## src/rtl/dram_read_scheduler.sv

```systemverilog
// Splits an image-region read request into DRAM bursts of at most MAX_BURST_LEN beats.
// Define DRAM_SCHED_BOUNDARY_SPLIT_EN to also keep every burst inside one 4 KB page.
module dram_read_scheduler #(
   parameter int DRAM_ADDR_WIDTH = 39,
   parameter int DRAM_DATA_WIDTH = 128,
   parameter int MAX_BURST_LEN   = 256
) (
   input  logic                       clk_pixel,
   input  logic                       dram_scheduler_reset,
   input  logic                       req_valid,
   output logic                       req_ready,
   input  logic [63:0]                req_addr_lower,
   input  logic [63:0]                req_addr_upper,
   input  logic                       abort,
   input  logic                       buffer_full,
   input  logic                       dram_read_busy,
   output logic                       dram_read_en,
   output logic [DRAM_ADDR_WIDTH-1:0] dram_read_addr,
   output logic [7:0]                 dram_read_len,
   output logic                       sched_busy,
   output logic                       sched_done,
   output logic                       sched_error
);

   // Addresses are held as beat indices; the byte offset bits are always zero.
   localparam int         BEAT_SHIFT = $clog2(DRAM_DATA_WIDTH / 8);
   localparam int         BW         = DRAM_ADDR_WIDTH - BEAT_SHIFT;
   localparam int         PAGE_W     = 12 - BEAT_SHIFT;
   localparam logic [8:0] MAX_LEN    = 9'(MAX_BURST_LEN);
   localparam logic [8:0] PAGE_BEATS = 9'(4096 >> BEAT_SHIFT);

   localparam logic [1:0] ST_IDLE  = 2'd0;
   localparam logic [1:0] ST_CHECK = 2'd1;
   localparam logic [1:0] ST_ISSUE = 2'd2;
   localparam logic [1:0] ST_HOLD  = 2'd3;

   logic [1:0]    state;
   logic [BW-1:0] lower_beat;
   logic [BW-1:0] upper_beat;
   logic          misaligned;
   logic [BW-1:0] current;
   logic [BW-1:0] remaining;
   logic [BW-1:0] addr_q;
   logic [7:0]    len_q;
   logic [8:0]    len;
   logic [7:0]    len_m1;
   logic [BW-1:0] out_beat;
   logic          issue;

`ifdef DRAM_SCHED_BOUNDARY_SPLIT_EN
   logic [8:0] page_room;
   assign page_room = PAGE_BEATS - 9'(current[PAGE_W-1:0]);
`endif

   always_comb begin
      // NOTE: assign every always_comb output first so no path can infer a latch.
      len = MAX_LEN;
      if (remaining < BW'(MAX_LEN)) len = remaining[8:0];
`ifdef DRAM_SCHED_BOUNDARY_SPLIT_EN
      if (page_room < len) len = page_room;
`endif
   end

   assign len_m1 = 8'(len - 9'd1);
   assign issue  = (state == ST_ISSUE) && !dram_read_busy && !buffer_full;

   // The issue pulse is combinational so it lands on the first free cycle; between
   // pulses the address/length ports replay the last issued burst.
   assign out_beat       = issue ? current : addr_q;
   assign dram_read_en   = issue;
   assign dram_read_addr = {out_beat, {BEAT_SHIFT{1'b0}}};
   assign dram_read_len  = issue ? len_m1 : len_q;
   assign sched_done     = issue && (remaining == BW'(len));
   assign sched_error    = (state == ST_CHECK) && (misaligned || (upper_beat <= lower_beat));
   assign req_ready      = (state == ST_IDLE);
   assign sched_busy     = (state != ST_IDLE);

   // NOTE: every register, including the address/length replay, is cleared by the async
   // reset so the outputs hit their reset values the instant reset asserts.
   always_ff @(posedge clk_pixel or posedge dram_scheduler_reset) begin
      if (dram_scheduler_reset) begin
         state      <= ST_IDLE;
         lower_beat <= '0;
         upper_beat <= '0;
         misaligned <= 1'b0;
         current    <= '0;
         remaining  <= '0;
         addr_q     <= '0;
         len_q      <= '0;
      end else begin
         // NOTE: non-blocking assignments keep every state update on the same edge.
         case (state)
            ST_IDLE: begin
               if (req_valid) begin
                  lower_beat <= req_addr_lower[DRAM_ADDR_WIDTH-1:BEAT_SHIFT];
                  upper_beat <= req_addr_upper[DRAM_ADDR_WIDTH-1:BEAT_SHIFT];
                  misaligned <= (|req_addr_lower[BEAT_SHIFT-1:0]) ||
                                (|req_addr_upper[BEAT_SHIFT-1:0]);
                  state      <= ST_CHECK;
               end
            end
            ST_CHECK: begin
               if (abort || sched_error) begin
                  state <= ST_IDLE;
               end else begin
                  remaining <= upper_beat - lower_beat;
                  current   <= lower_beat;
                  state     <= ST_ISSUE;
               end
            end
            ST_ISSUE: begin
               if (issue) begin
                  addr_q    <= current;
                  len_q     <= len_m1;
                  current   <= current + BW'(len);
                  remaining <= remaining - BW'(len);
                  state     <= abort ? ST_IDLE : ST_HOLD;
               end else if (abort) begin
                  state <= ST_IDLE;
               end
            end
            default: begin
               if (abort || (remaining == '0)) state <= ST_IDLE;
               else                            state <= ST_ISSUE;
            end
         endcase
      end
   end

endmodule

```

## config.mk

```make
export PLATFORM = sky130hd
export DESIGN_NAME = dram_read_scheduler
export DESIGN_NICKNAME = d
export VERILOG_FILES = /design/src/rtl/dram_read_scheduler.sv
export SDC_FILE = /design/constraint.sdc
export NUM_CORES = 1
export LEC_CHECK = 0
export CAP_MARGIN = 30
export CORE_ASPECT_RATIO = 0.9
export CORE_MARGIN = 2
export CORE_UTILIZATION = 41
export DETAILED_ROUTE_END_ITERATION = 16
export PLACE_DENSITY = 0.67
export SYNTH_ARGS = -nofsm -noshare
export SYNTH_HDL_FRONTEND = slang
export SYNTH_SLANG_ARGS = --single-unit
```

## constraint.sdc

```tcl
create_clock -name clk_pixel -period 6.33 [get_ports clk_pixel]
set_clock_uncertainty 0.15 [all_clocks]
set_input_delay 1.266 -clock clk_pixel [delete_from_list [all_inputs] [get_ports clk_pixel]]
set_output_delay 1.266 -clock clk_pixel [all_outputs]
set_load 0.1 [all_outputs]
```

[Word level (Yosys, flattened, before mapping)]
Cells that the tools add are included.
Storage, ports and cells
  flip-flop bits (word level): 186
  bits in latches: 0
  bits in writable memories: 0
  ROM bits: 0
  bits of input ports: 134
  output and inout port bits: 52
  logic and storage cells: 56
  memories: 0
Operators by class
  add/sub/neg operators: 4
  multiply operators: 0
  div/mod/pow operators: 0
  order comparisons: 2
  eq/ne operators: 7
  shift-type cells: 0
  muxes and demuxes: 16
  bitwise logic cells: 0
  reductions and logical operators: 19
Operator list (count)
  $mux 35: 5
  $pmux 35 s2: 2
  $add 35x9->35: 1
  $eq 35x9->1: 1
  $le 35x35->1: 1
  $logic_not 35->1: 1
  $lt 35x9->1 const B: 1
  $sub 35x35->35: 1
  $sub 35x9->35: 1
  $mux 2: 6
  $mux 9: 1
  $mux 8: 1
  $reduce_or 4->1: 2
  $sub 8x1->8 const B: 1
  $ne 2x2->1 const B: 3
  $pmux 2 s3: 1
  $logic_and 1x1->1: 4
  $logic_or 1x1->1: 4
  $reduce_and 2->1: 2
  $reduce_bool 2->1: 2
  $ne 3x3->1 const B: 1
  $reduce_and 3->1: 1
  $eq 2x1->1 const B: 1
  $eq 2x2->1 const B: 1
  other kinds (2): 3

[Longest topological paths before layout]
Gate-level depths: netlist of run 1.
  depth in word-level cells: 6
  mapped depth: 19
  mapped depth without buffers: 17

[Worst setup path after synthesis of run 1]
OpenSTA, ideal clock, no wires.
  path kind: input -> output
  start: input dram_read_busy
  end: output sched_done
  arrival time: 6.619 ns
  required time: 4.914 ns
  setup slack: -1.705 ns
  stages on the path: 4
  buffers on the path: 2
  path through: or3_1 > clkbuf_1 > clkbuf_1 > a2111oi_0
Between the ends
  word-level cells in the longest chain between the ends: 4
Ends and longest elaborated chain
  start: declaration: RTL line 16  | input logic dram_read_busy,
  $logic_not 1->1: RTL line 65  | assign issue = (state == ST_ISSUE) && !dram_read_busy && !buffer_full;
  $logic_and 1x1->1 (2 in a row): RTL line 65
  $logic_and 1x1->1: RTL line 73  | assign sched_done = issue && (remaining == BW'(len));
  end: declaration: RTL line 21  | output logic sched_done,
Every way passes these cells.

[Worst setup path in the final report of run 1]
  start: register lower_beat[29]
  end: output sched_error
Between the ends
  word-level cells in the longest chain between the ends: 3
Ends and longest elaborated chain
  start: declaration: RTL line 38  | logic [BW-1:0] lower_beat;
  start signal: assignment: RTL line 95  | lower_beat <= req_addr_lower[DRAM_ADDR_WIDTH-1:BEAT_SHIFT];
  $le 35x35->1: RTL line 74  | assign sched_error = (state == ST_CHECK) && (misaligned || (upper_beat <= lower_beat));
  $logic_or 1x1->1: RTL line 74
  $logic_and 1x1->1: RTL line 74
  end: declaration: RTL line 22  | output logic sched_error
Every way passes these cells.

==> results.md, run 1 <==
* Flops & latches, synth at 186
* Clock Tree Root: clkbuf_16
* Layout Cells excl Fill at 1796
* Max Fanout on Critical Path at 10
* Clock transition at the registers of the reported paths at 0.07 ns
* Slew @ Worst Pin at 1.02 ns
* Unrepaired setup endpoints after global routing: false
* RD Place Congestion at 0.937
* P_int at 0.00251 W
* I/O Buffers at 131
* Gate power share at 36.6%
* Psw at 0.00169 W
* DRT iter0 DRCs at 999
* Antenna Violating Nets Remaining at 0
* Min Tclk post-route at 5.45 ns
* Sw frac at 40.2%
* Flop pwr share at 37.8%
* Crit end category: output port
* Critical R2R Launch: remaining[10]$_DFFE_PP0P_
* Synth-to-Final Area Change at 21.6%
* Vias in the first global route at 9209
* CP bufs+invs at 2
* Cell Pwr Density at 308 nW/um^2
* Setup Viol. Count Final at 0
* Post-DP Area at 13000 um^2
* Static Leak at 6.11 nW
* NumNets Final at 1612
* Vias at 9922
* CTS Buf Count at 17
* Clock power frac at 25.6%
* Initial antenna violation count at 0
* Hold_ws at 0.319 ns
* Dpl cells at 1764
* Remaining Overflow, GRT at 0
* Main synth FF type: dfrtp_1
* Starting density of the core at 41.5%
* Status: completed
* Total GRT Usage at 21.3%
* Clock sink total at 186
* Crit start category: flop
* Post-detailed-route via-to-cell ratio at 5.52
* Sequential fraction of the synthesis area at 41.6%
* CP arrival at 4.03 ns
* CP peak stage delay at 1.15 ns
* Core Footprint at 27000 um^2
* Die width at 178 um
* DRC at 0
* First-pass GRT wire length at 48800 um
* TNS Setup at 0 ns
* Drt wl/cell at 16.8 um
* Critical Path RT at 4.91 ns
* Hold Vio Cnt, Final at 0
* Routed WL at 30100 um
* IR Drop Worst-Case VDD at 0.180 mV
* Number of distinct library cells after synthesis at 74
* CTS max path bufs at 2
* Number of top-level pins at 186
* HP Class: flop to flop
* TritonCTS clock tree: yes
* H-Tree Depth at 4
* DP HPWL at 22000 um
* Cell count after synthesis at 1340
* Final period util at 86.0%
* Slack of the critical path at 0.885 ns
* Post-synth ARST share at 100%
* Cts hold-fix bufs at 0
* PostCTS Resize Cnt at 0
* CP cell instances: inv_1 > ha_1 > nand4_1 > nor4_1 > a31oi_1 > and4_1 > o21ai_2 > nand2_1 > nor2_1 > clkdlybuf4s50_1
* Worst setup path start: lower_beat[29]$_DFFE_PP0P_
* Slew margin rel. at 32.2%
* EDFF count, synth at 0
* Final Max Tran Viols at 0
* Fmax at 184 MHz
* Largest net degree at the start of global routing at 187
* Ys Warns at 0
* Die area at 28600 um^2
* Slowest CP cell: clkdlybuf4s50_1
* Die H at 161 um
* Layout cells sized above 1 at 10.1%
* CP delay by family, top: buffers and inverters
* DRT Pass-1 Iters at 6
* Row cnt at 57
* Max_cap viols at 0
* Post-CTS setup buffer count at 0
* Beginning of the worst hold path: addr_q[12]$_DFFE_PP0P_
* Synth Cell Area at 11200 um^2
* # diodes at 0
* Avg Synthesized Cell Area at 8.36 um^2
* Post-Layout Inst Area at 13600 um^2
* Setup Crit Path Kind: flop to output port
* Placement Setup Slack at 1.29 ns
* Clk_lat worst skew at 0.44 ns
==> per-stage QoR <==
stage	power (W)	util (%)
floorplan	0.00267	-
global placement	0.00308	48.3
detailed placement	0.00311	48.3
CTS	0.00419	50.5
global route	0.00444	50.5
finish	0.00420	50.5
==> synth_stat cells (4+ instances only) <==
| cell | count | area, um^2 |
|---|---|---|
| buf_1 | 5 | 18.8 |
| clkbuf_1 | 55 | 206 |
| inv_1 | 62 | 233 |
| a21oi_1 | 118 | 591 |
| nor4_1 | 12 | 75.1 |
| nor3_1 | 24 | 120 |
| o31ai_1 | 8 | 60.1 |
| nor2b_1 | 9 | 56.3 |
| xor2_1 | 19 | 166 |
| or3_1 | 11 | 68.8 |
| buf_4 | 4 | 30.0 |
| nor3b_1 | 4 | 30.0 |
| nand2b_1 | 15 | 93.8 |
| a22oi_1 | 6 | 45.0 |
| nand4_1 | 19 | 119 |
| xnor2_1 | 18 | 158 |
| and2_1 | 12 | 75.1 |
| o21ai_0 | 140 | 701 |
| o211ai_1 | 8 | 60.1 |
| o21a_1 | 9 | 67.6 |
| nand2_1 | 253 | 950 |
| a21o_1 | 13 | 97.6 |
| o22a_1 | 4 | 35.0 |
| a22o_1 | 6 | 52.6 |
| nand3_1 | 23 | 115 |
| buf_2 | 14 | 70.1 |
| nor2_1 | 75 | 282 |
| mux2_2 | 34 | 383 |
| and4_1 | 5 | 43.8 |
| and3_1 | 11 | 68.8 |
| a31oi_1 | 16 | 100 |
| dfrtp_1 | 186 | 4650 |
| ha_1 | 47 | 588 |
| o22ai_1 | 22 | 138 |
| o21bai_1 | 4 | 30.0 |
==> final cells by class <==
type                    instances  area (um^2)
fillers                      2578        13300
multi-input cells            1016         6010
flip-flops and latches        186         4650
repair buffers                145         1680
well taps                     354          443
clock buffers                  17          425
inverters                      63          240
clock inverters                15          163
==> worst register-to-register path, delay by kind of cell (launching register included) <==
kind	cells	cell delay, ns
flops	1	0.41
buf+inv	3	0.35
fa+ha+maj	2	0.56
simple gates	7	2.24
compound gates	6	1.32
==> state kept, by name, indices dropped and copies added, names as in the netlist <==
name,flops
len_q,8
misaligned,1
remaining,35
addr_q,35
current,35
upper_beat,35
state,2
lower_beat,35
==> power groups by stage <==
| stage | Sequential [W] | Clock (W) | Combinational (W) |
|---|---|---|---|
| 2_1_floorplan | 0.00152 | 0 | 0.00115 |
| 3_3_place_gp | 0.00159 | 0 | 0.00149 |
| 3_5_place_dp | 0.00160 | 0 | 0.00151 |
| 4_1_cts | 0.00158 | 0.00109 | 0.00152 |
| 5_1_grt | 0.00161 | 0.00114 | 0.00169 |
| 6_report | 0.00158 | 0.00107 | 0.00154 |
==> routing by layer <==
layer	routed length [um]	vias to the layer above	share of wire (%)	track usage (%)
met5	0	-	0	0
met4	385	0	1.3	5.28
met3	2100	31	7.0	3.03
met2	12600	333	42	30.0
met1	15000	4649	50	34.0
li1	-	4909	-	-
==> kinds of logic after synthesis <==
kind of cell / count (synthesis) / synth area share, %
AND/OR/NAND/NOR: 486 / 19.7
flip-flops: 186 / 41.6
buffers and inverters: 142 / 5.06
XOR/XNOR: 37 / 2.89
AO/OA/AOI/OAI: 403 / 21.6
multiplexers: 35 / 3.51
other: 2 / 0.0671
adder cells (fa/ha/maj): 49 / 5.61
==> layout by cell type (no fill, tap or decap), types with 15 or more instances in the layout <==
cell	n
nor2_1	75
a31oi_1	16
buf_4	29
inv_1	61
buf_12	30
a21oi_1	118
ha_1	47
nand4_1	19
nand3_1	23
xnor2_1	18
nand2_1	251
o22ai_1	22
mux2_2	34
o21ai_0	140
clkbuf_16	17
nand2b_1	15
xor2_1	19
clkdlybuf4s50_1	86
dfrtp_1	186
nor3_1	24
==> path summary, 6_finish.rpt <==
| path | end | slack [ns] | cells after the start |
|---|---|---|---|
| worst min register to register | addr_q[12]$_DFFE_PP0P_ | 0.32 | 2 |
| worst max-delay path | sched_error | 0.89 | 10 |
| worst min-delay path | addr_q[12]$_DFFE_PP0P_ | 0.32 | 2 |
| max in group asynchronous | upper_beat[29]$_DFFE_PP0P_ | 3.99 | 3 |
| min in group asynchronous | addr_q[1]$_DFFE_PP0P_ | 1.30 | 3 |
| worst max register to register | current[34]$_DFFE_PP0P_ | 1.20 | 18 |
Power figures use the tool's default switching activity.
==> run 2, diff against run 1 <==
Settings changed: GPL_TIMING_DRIVEN set to 0, PLACE_DENSITY 0.67 to 0.72.
==> results.md, run 2 (synthesized netlist as in run 1, its figures left out) <==
* Status: completed
* Placement Setup Slack at -0.135 ns (-1.43 ns)
* DP HPWL at 27800 um (+27%)
* Starting density of the core at 41.5% (unchanged)
* Post-detailed-route via-to-cell ratio at 5.71 (+3.4%)
* Largest net degree at the start of global routing at 45 (-76%)
* H-Tree Depth at 4 (unchanged)
* M2 GR Usage at 38.7% (+8.7 points)
* I/O Buffers at 131 (unchanged)
* Antenna Violating Nets Remaining at 0 (unchanged)
* TNS Setup at 0 ns (unchanged)
* Busiest grt layer: met2
* Setup Viol. Count Final at 0 (unchanged)
* Setup Crit Path Kind: input port to output port
* Hold_ws at 0.320 ns (+0.00131 ns)
* Layout Cells excl Fill at 1866 (+3.9%)
* Met1 usage at 36.8% (+2.8 points)
* Drt wl/cell at 19.3 um (+15%)
* Max_cap viols at 0 (unchanged)
* Psw at 0.00170 W (+0.68%)
* Flop pwr share at 37.9% (about the same)
* Crit start category: input port
* Final Max Tran Viols at 0 (unchanged)
* Dpl cells at 1834 (+4.0%)
* CTS Buf Count at 17 (unchanged)
* Die width at 178 um (unchanged)
* Clock transition at the registers of the reported paths at 0.07 ns (about the same)
* CP peak stage delay at 1.12 ns (-0.03 ns)
* Cell Pwr Density at 306 nW/um^2 (-0.75%)
* Remaining Overflow, GRT at 0 (unchanged)
* Static Leak at 6.41 nW (+4.9%)
* Met3 usage at 5.85% (+2.8 points)
* Core Footprint at 27000 um^2 (unchanged)
* Crit end category: output port
* Clock Tree Root: clkbuf_16
* Clock power frac at 24.9% (-0.7 points)
* Die H at 161 um (unchanged)
* Synth-to-Final Area Change at 21.9%
* # diodes at 0 (unchanged)
* Post-route core utilization at 50.6% (+0.12 points)
* Vias at 10700 (+7.5%)
* DRT iter0 DRCs at 1089 (+9.0%)
* Die area at 28600 um^2 (unchanged)
* DRC at 0 (unchanged)
* NumNets Final at 1682 (+4.3%)
* DRT Pass-1 Iters at 7 (+1)
* Slew margin rel. at 34.4% (+2.2 points)
* CTS max path bufs at 2 (unchanged)
* IR Drop Worst-Case VDD at 0.174 mV (-3.4%)
* Row cnt at 57 (unchanged)
* Clock sink total at 186 (unchanged)
* Post-CTS setup buffer count at 0 (unchanged)
* RD Place Congestion at 0.944 (+0.70%)
* Commonest non-fill, non-tap cell in the layout: nand2_1
* Min Tclk post-route at 6.25 ns (+0.801 ns)
* P_int at 0.00248 W (-1.3%)
* Cts hold-fix bufs at 0 (unchanged)
* Total GRT Usage at 25.6% (+4.3 points)
* Unrepaired setup endpoints after global routing: false
* Number of top-level pins at 186 (unchanged)
* Slowest CP cell: clkdlybuf4s50_1
* CP cell instances: clkdlybuf4s50_1 > or3_1 > clkbuf_1 > inv_1 > clkbuf_1 > clkbuf_1 > nand2_1 > nand2_1 > clkdlybuf4s50_1
* Hold Vio Cnt, Final at 0 (unchanged)
* Gate power share at 37.1% (+0.5 points)
* Layout cells sized above 1 at 7.21% (-2.9 points)
* First-pass GRT wire length at 56400 um (+16%)
* Vias in the first global route at 10200 (+10%)
* HP Class: flop to flop
* Routed WL at 36000 um (+20%)
* Final period util at 98.7% (+13 points)
* Max Fanout on Critical Path at 10 (unchanged)
* Initial antenna violation count at 0 (unchanged)
* CP most frequent cell: clkbuf_1
* TritonCTS clock tree: yes
* Most frequent cells in the layout: nand2_1, dfrtp_1, o21ai_0
* Critical Path RT at 4.91 ns (about the same)
* Sw frac at 40.7% (+0.48 points)
* CP arrival at 4.83 ns (+0.80 ns)
* Fmax at 160 MHz (-13%)
* Clk_lat worst skew at 0.45 ns (about the same)
* Slew @ Worst Pin at 0.983 ns (-0.0340 ns)
* Slack of the critical path at 0.0836 ns (-0.801 ns)
[run 2: changes by cell type in the layout (fill, tap and decap cells not counted), sizes merged, moves of 2 or more]
cell / change
inv: +3
dlygate4sd2: +8
buf: -31
dlymetal6s2s: +18
clkinv: -2
clkdlybuf4s50: +15
clkbuf: +59
[run 2: worst max-delay path, delay by kind of cell]
family	cells	cell delay, ns
buf+inv	6	2.95
simple gates	3	0.60
[run 2: path summary, 6_finish.rpt]
path                                           startpoint                         end  slack [ns]  depth (start not counted)
worst min-delay path                addr_q[8]$_DFFE_PP0P_       addr_q[8]$_DFFE_PP0P_        0.32                          2
min in group asynchronous            dram_scheduler_reset        len_q[2]$_DFFE_PP0P_        1.10                          2
worst max-delay path                       dram_read_busy           dram_read_addr[7]        0.08                          9
worst max register to register  remaining[10]$_DFFE_PP0P_     current[34]$_DFFE_PP0P_        0.54                         17
max in group asynchronous            dram_scheduler_reset  lower_beat[21]$_DFFE_PP0P_        4.07                          4
worst min register to register      addr_q[8]$_DFFE_PP0P_       addr_q[8]$_DFFE_PP0P_        0.32                          2
[run 2: through the flow]
step / total power (W) / area, um^2
floorplan: 0.00267 / 11200
global placement: 0.00308 / 13000
detailed placement: 0.00312 / 13100
CTS: 0.00416 / 13600
global route: 0.00441 / 13700
finish: 0.00417 / 13700
[run 2: final cells by class]
| type | instances | area (um^2) |
|---|---|---|
| Buffer | 79 | 330 |
| Sequential cell | 186 | 4650 |
| Fill cell | 2589 | 13300 |
| Clock buffer | 17 | 425 |
| Inverter | 63 | 240 |
| Clock inverter | 15 | 129 |
| Timing Repair Buffer | 136 | 1430 |
| Multi-Input combinational cell | 1016 | 6000 |
| Tap cell | 354 | 443 |
[run 2: power groups by stage]
stage	Combinational (W)	Sequential, W	Clock (W)
floorplan	0.00115	0.00152	0
global placement	0.00150	0.00159	0
detailed placement	0.00152	0.00160	0
CTS	0.00153	0.00157	0.00105
global route	0.00171	0.00161	0.00110
finish	0.00155	0.00158	0.00104
[run 2: layer usage]
layer / vias to the layer above / wire length, um / part of all wire, %
li1: 5041 / - / -
met1: 5053 / 16200 / 45
met2: 502 / 15400 / 43
met3: 66 / 3470 / 9.6
met4: 0 / 943 / 2.6
met5: - / 0 / 0
[run 2: timing repair]
item                       in CTS  in global routing
gates cloned                    0                  0
setup endpoints to repair      12                 22
resized for setup              12                 28
